File: config.mk
export PLATFORM = sky130hd
export DESIGN_NAME = control_unit
export DESIGN_NICKNAME = d
export VERILOG_FILES = /design/src/rtl/control_unit_pkg.sv /design/src/rtl/control_decoder.sv /design/src/rtl/control_unit.sv
export SDC_FILE = /design/constraint.sdc
export NUM_CORES = 1
export LEC_CHECK = 0
export ABC_AREA = 1
export CORE_AREA = 4 4 41 43
export CTS_CLUSTER_SIZE = 16
export DETAILED_ROUTE_END_ITERATION = 8
export DIE_AREA = 0 0 45 47
export GPL_TIMING_DRIVEN = 0
export HOLD_SLACK_MARGIN = 0.1
export PLACE_DENSITY = 0.67
export SETUP_SLACK_MARGIN = 0.02
export SYNTH_ARGS = -nofsm -noshare
export SYNTH_HDL_FRONTEND = slang
export SYNTH_SLANG_ARGS = --single-unit
File: constraint.sdc
create_clock -name clk -period 0.8 [get_ports clk]
set_input_delay 0.16 -clock clk [delete_from_list [all_inputs] [get_ports clk]]
set_output_delay 0.16 -clock clk [all_outputs]
set_load 0.05 [all_outputs]
File: src/rtl/control_unit_pkg.sv
// Shared RV32I control encodings: opcodes, ALU classes, operand/write-back selects
// and the control word that travels down the pipeline from ID.
package control_unit_pkg;

    localparam logic [6:0] OP_R      = 7'b0110011;
    localparam logic [6:0] OP_IMM    = 7'b0010011;
    localparam logic [6:0] OP_LOAD   = 7'b0000011;
    localparam logic [6:0] OP_STORE  = 7'b0100011;
    localparam logic [6:0] OP_BRANCH = 7'b1100011;
    localparam logic [6:0] OP_JAL    = 7'b1101111;
    localparam logic [6:0] OP_JALR   = 7'b1100111;
    localparam logic [6:0] OP_LUI    = 7'b0110111;
    localparam logic [6:0] OP_AUIPC  = 7'b0010111;

    typedef enum logic [1:0] {
        ALU_ADD   = 2'b00,
        ALU_SUB   = 2'b01,
        ALU_RFUNC = 2'b10,
        ALU_IFUNC = 2'b11
    } alu_class_t;

    typedef enum logic [1:0] {
        A_RS1  = 2'b00,
        A_PC   = 2'b01,
        A_ZERO = 2'b10,
        A_RSVD = 2'b11
    } mux_a_t;

    typedef enum logic [1:0] {
        B_RS2   = 2'b00,
        B_IMM   = 2'b01,
        B_RSVD2 = 2'b10,
        B_RSVD3 = 2'b11
    } mux_b_t;

    typedef enum logic [1:0] {
        D_ALU  = 2'b00,
        D_MEM  = 2'b01,
        D_PC4  = 2'b10,
        D_RSVD = 2'b11
    } mux_data_t;

    typedef struct packed {
        logic       mem_read;
        logic       mem_write;
        logic       reg_write;
        logic       branch;
        alu_class_t alu;
        mux_a_t     mux_a;
        mux_b_t     mux_b;
        mux_data_t  mux_data;
    } ctrl_word_t;

    localparam ctrl_word_t CTRL_NOP = '{1'b0, 1'b0, 1'b0, 1'b0, ALU_ADD, A_RS1, B_RS2, D_ALU};

endpackage

File: src/rtl/control_decoder.sv
// Purely combinational opcode-to-control-word decoder; unknown opcodes become a bubble.
module control_decoder
    import control_unit_pkg::*;
(
    input  logic [6:0]  opcode,
    output ctrl_word_t  ctrl
);

    // Opcode lookup; every field starts from the NOP word so only set bits are listed.
    always_comb begin
        ctrl = CTRL_NOP;
        case (opcode)
            OP_R: begin
                ctrl.reg_write = 1'b1;
                ctrl.alu       = ALU_RFUNC;
            end
            OP_IMM: begin
                ctrl.reg_write = 1'b1;
                ctrl.alu       = ALU_IFUNC;
                ctrl.mux_b     = B_IMM;
            end
            OP_LOAD: begin
                ctrl.mem_read  = 1'b1;
                ctrl.reg_write = 1'b1;
                ctrl.mux_b     = B_IMM;
                ctrl.mux_data  = D_MEM;
            end
            OP_STORE: begin
                ctrl.mem_write = 1'b1;
                ctrl.mux_b     = B_IMM;
            end
            OP_BRANCH: begin
                ctrl.branch    = 1'b1;
                ctrl.alu       = ALU_SUB;
            end
            OP_JAL: begin
                ctrl.reg_write = 1'b1;
                ctrl.mux_a     = A_PC;
                ctrl.mux_b     = B_IMM;
                ctrl.mux_data  = D_PC4;
            end
            OP_JALR: begin
                ctrl.reg_write = 1'b1;
                ctrl.mux_b     = B_IMM;
                ctrl.mux_data  = D_PC4;
            end
            OP_LUI: begin
                ctrl.reg_write = 1'b1;
                ctrl.mux_a     = A_ZERO;
                ctrl.mux_b     = B_IMM;
            end
            OP_AUIPC: begin
                ctrl.reg_write = 1'b1;
                ctrl.mux_a     = A_PC;
                ctrl.mux_b     = B_IMM;
            end
            default: begin
                ctrl = CTRL_NOP;
            end
        endcase
    end

endmodule

File: src/rtl/control_unit.sv
// ID-stage main decoder: registers the decoded control word so it appears one
// clock after its opcode; synchronous reset clears it to the bubble word.
module control_unit
    import control_unit_pkg::*;
(
    input  logic       clk,
    input  logic       rst,
    input  logic [6:0] instr_opcode,
    output logic       mem_read_en,
    output logic       mem_write_en,
    output logic       reg_write_en,
    output logic       branch_flag,
    output logic [1:0] alu_ctrl,
    output logic [1:0] mux_a_sel,
    output logic [1:0] mux_b_sel,
    output logic [1:0] mux_data_sel
);

    ctrl_word_t ctrl_s;
    ctrl_word_t ctrl_r;

    control_decoder u_decoder (
        .opcode (instr_opcode),
        .ctrl   (ctrl_s)
    );

    // Control word pipeline register with synchronous clear.
    always_ff @(posedge clk) begin
        if (rst) begin
            ctrl_r <= CTRL_NOP;
        end else begin
            ctrl_r <= ctrl_s;
        end
    end

    assign mem_read_en  = ctrl_r.mem_read;
    assign mem_write_en = ctrl_r.mem_write;
    assign reg_write_en = ctrl_r.reg_write;
    assign branch_flag  = ctrl_r.branch;
    assign alu_ctrl     = ctrl_r.alu;
    assign mux_a_sel    = ctrl_r.mux_a;
    assign mux_b_sel    = ctrl_r.mux_b;
    assign mux_data_sel = ctrl_r.mux_data;

endmodule

## After elaboration in Yosys (flattened, before gate mapping)

Index checks and enable logic that the tools add are counted.

| word-level totals | value |
|---|---|
| register bits after elaboration | 12 |
| latch bits | 0 |
| memory bits (writable) | 0 |
| memory bits (read-only) | 0 |
| bits of input ports | 9 |
| word-level logic and storage cells | 29 |
| memories | 0 |

| cells by class | value |
|---|---|
| $add $sub $neg | 0 |
| multipliers | 0 |
| div/mod/pow operators | 0 |
| $lt $le $gt $ge | 0 |
| equal/unequal tests | 9 |
| shift operators | 0 |
| mux-type cells | 8 |
| bitwise gates (word level) | 0 |
| reduce and logical (&&, ||, !) cells | 4 |

Operators with widths:

| cell | number |
|---|---|
| $eq A7 B6 Y1 const B | 3 |
| $eq A7 B7 Y1 const B | 3 |
| $eq A7 B5 Y1 const B | 2 |
| $reduce_or A7 Y1 | 2 |
| $pmux W2 S2 | 2 |
| $eq A7 B2 Y1 const B | 1 |
| $pmux W2 S3 | 1 |
| $mux W1 | 5 |
| $reduce_or A2 Y1 | 2 |

## Logic depth before layout (Yosys ltp)

| depth | value |
|---|---|
| word-level depth | 3 |
| depth in mapped cells | 7 |
| gate-level depth less buffers | 7 |

## Modules after synthesis

A second synthesis with hierarchy kept.

| unflattened totals | value |
|---|---|
| cell total of the unflattened synthesis | 75 |
| area, all modules | 544.3 µm² |

Modules (own cells, without submodules):

| module | times used | cells an instance | area each (µm²) | seq. area each (µm²) |
|---|---|---|---|---|
| control_unit | 1 | 37 | 341.6 | 240.2 |
| control_decoder | 1 | 38 | 202.7 | 0.0 |

## Worst setup path before layout

No wires, ideal clock.

| timing | value |
|---|---|
| path type | reg-to-output |
| start | reg ctrl_r (netlist bit mux_data_sel[0]) |
| end | out mux_data_sel[0] |
| arrival time | 0.894 ns |
| data required time | 0.640 ns |
| path slack | -0.254 ns |
| cell stages (with the launch flop) | 2 |
| buffers on the path | 1 |
| cells stage by stage | dfxtp_1 > buf_4 |

RTL lines:

| item | line | source |
|---|---|---|
| start: declaration | control_unit.sv:20 | `ctrl_word_t ctrl_r;` |
| start signal: assignment | control_unit.sv:32 | `ctrl_r <= ctrl_s;` |
| end: declaration | control_unit.sv:16 | `output logic [1:0] mux_data_sel` |

No word-level cell between the ends.

## Worst setup path after layout

| timing | value |
|---|---|
| start | reg ctrl_r (netlist bit mux_data_sel[0]) |
| end | out mux_data_sel[0] |

No word-level cell between the ends.

==> results by group <==
Worst setup path
  – Delay-heaviest family, CP: flip-flops
  – CP cell instances: buf_6, buf_8
  – CP max-delay cell: dfxtp_4
  – Crit Path Max Fanout: 2
  – Worst path arrival time: 850 ps
  – Max stage delay on crit path: 340 ps
  – CP Class: reg -> out
  – Critical Path RT: 640 ps
  – Critical Path Source Type: flip-flop
  – CP endpoint kind: output port
  – Buf/Inv on CP: 2

Finish
  – Final nets: 90
  – Fill count: 119
  – Fin util: 56.9%
  – Fin cells: 95
  – Area grow syn2layout: 79.9%
  – Share of cells above drive strength 1: 65.0%
  – # diodes: 0

Flow run
  – Total of max-cap violations: 0

Global routing
  – Vias in the first global route: 373
  – Pin count of the biggest net entering global routing: 7
  – Global-route congestion overflow total: 0
  – First-pass GRT wire length: 1350 um
  – GRT Total Usage: 9.12%
  – Initial antenna violation count: 0

Place
  – Routability cong.: 0.738
  – HPWL Detailed: 670 um
  – Buffers added on ports: 19
  – Dpl cells: 87

Logic synthesis
  – Post-synth net total: 62
  – Cell count after synthesis: 53
  – Mapped cell area: 412 um^2
  – Sequential-to-total area share from yosys stat: 48.6%
  – Largest area contributor in the netlist: dfxtp_1
  – Post-synth top area share: 48.6%
  – Yosys reg bits: 10
  – Synthesized area per cell: 7.77 um^2
  – Synth unique cells: 17
  – Synth top area cells: dfxtp_1 49%, nand2_1 9.1%, nor2_1 7.3%
  – Ys Warns: 0

Timing
  – Final worst-path cycle share: 126%
  – F_max: 995 MHz
  – Unrepaired setup endpoints after global routing: true
  – Pins Over Slew Limit: 0
  – Final setup margin: -205 ps
  – Min cycle time layout: 1010 ps
  – Final Hold Vio Count: 0
  – Setup Viol. Count Final: 11
  – Post-Route Setup TNS: -1110 ps

Min path
  – HP Class: in -> reg
  – Hold EP: mux_data_sel[0]$_SDFF_PP0_
  – Hold path depth: 2
  – Min-delay src: instr_opcode[5]

Power and ir drop
  – Leakage: 0.364 nW
  – Power consumption: 0.000999 W
  – Power Density: 1350 nW/um^2
  – VDD IR max: 624 uV

Floorplan
  – CORE AREA: 1300 um^2
  – Initial core utilization: 31.6%
  – I/O pin cnt: 21
  – Die ar.: 2120 um^2
  – Chip Height: 47 um
  – Rows: 13
  – Die width: 45 um

Run status
  – Outcome: complete, but fails checks
  – Failing checks: setup timing

Clock tree
  – Root buffer cell: clkbuf_4
  – Htree depth: 1
  – Num CTS Buffers: 3
  – Clock-pin slew on the worst setup and hold paths: 60 ps
  – CTS tree: built
  – Clock sinks: 10
  – Clock tree buffer depth: 2

Detailed routing
  – DR vias: 420
  – DR WL/cell: 9.85 um
  – Post-route ant nets: 0
  – Detailed-route vias per instance: 4.42
  – Iter 0 DRT Violations: 8
  – Total Routed Length: 936 um
  – DRT Pass-1 Iters: 4
  – Residual DRC count: 0
[layout make-up]
class,count,area [um^2],area share [%]
plain buffers,2,18.8,2.53
clock buffers,4,26.3,3.55
inverters,8,30.0,4.05
multi-input cells,33,199,26.9
flip-flops and latches,10,215,29.1
well taps,15,18.8,2.53
repair buffers,23,233,31.4
[kinds of logic after synthesis]
kind of cell | count (synthesis) | share of synthesized area [%]
AO/OA/AOI/OAI | 3 | 3.95
buffers and inverters | 10 | 10.9
flip-flops | 10 | 48.6
other | 1 | 0.911
AND/OR/NAND/NOR | 29 | 35.6
[per-layer routing]
layer  GRT usage (%)  share of wire (%)
met5               0                  0
met4            10.5                4.3
met3            1.53                7.3
met2            15.8                 54
met1            8.51                 35
[per-stage QoR]
stage | setup slack [ps] | instance area (um^2) | hold WS (ps)
after detailed placement | -549 | 628 | 803
after global routing | -218 | 741 | 169
after CTS | -207 | 727 | 262
after global placement | -545 | 628 | 795
final | -205 | 741 | 153
after floorplan | 40.5 | 419 | 223
[worst max-delay path by stage]
stage	end	slack [ps]	depth (start not counted)	start
finish	mux_data_sel[0]	-210	2	mux_data_sel[0]$_SDFF_PP0_
global route	mux_data_sel[0]	-220	2	mux_data_sel[0]$_SDFF_PP0_
CTS	mux_data_sel[0]	-210	2	mux_data_sel[0]$_SDFF_PP0_
detailed placement	mux_data_sel[0]	-550	2	mux_data_sel[0]$_SDFF_PP0_
global placement	mux_data_sel[0]	-550	2	mux_data_sel[0]$_SDFF_PP0_
floorplan	mux_data_sel[0]	40	1	mux_data_sel[0]$_SDFF_PP0_
[registers in the layout, indices dropped and copies added, names as in the netlist]
| register | count |
|---|---|
| branch_flag | 1 |
| mux_a_sel | 2 |
| alu_ctrl | 2 |
| mem_write_en | 1 |
| mux_data_sel | 2 |
| mux_b_sel | 1 |
| reg_write_en | 1 |
[report_power, final]
part / switching, W / internal, W / total [W]
Clock: 0.000154 / 0.000192 / 0.000346
Sequential: 0.00000229 / 0.000499 / 0.000501
Combinational: 0.0000936 / 0.0000579 / 0.000151
[cell usage in the layout, fill, tap and decap left out, types with 3 or more instances in the layout]
cell / n
nor2_4: 3
nor2_1: 5
clkbuf_2: 6
clkbuf_4: 3
buf_8: 9
inv_1: 3
inv_2: 5
buf_4: 6
nand2_2: 4
nand2_1: 9
dfxtp_2: 9
[cells in the mapped netlist]
cell and n:
conb_1 1, o21ai_0 1, inv_1 4, nor4_1 1
nand3_2 2, a21oi_1 1, nor3_1 1, and3_1 1
nand2_1 10, nand3_1 1, buf_4 2, nor2_1 8
nand2_2 4, dfxtp_1 10, o22ai_1 1, nor2_4 1
inv_2 4
[timing repair]
action,4_1_cts,5_1_grt
buffers inserted,3,1
pin swaps,9,5
gates resized for setup,108,17
endpoints found under the setup margin,21,18
hold buffers,0,0
Power figures use the tool's default switching activity.
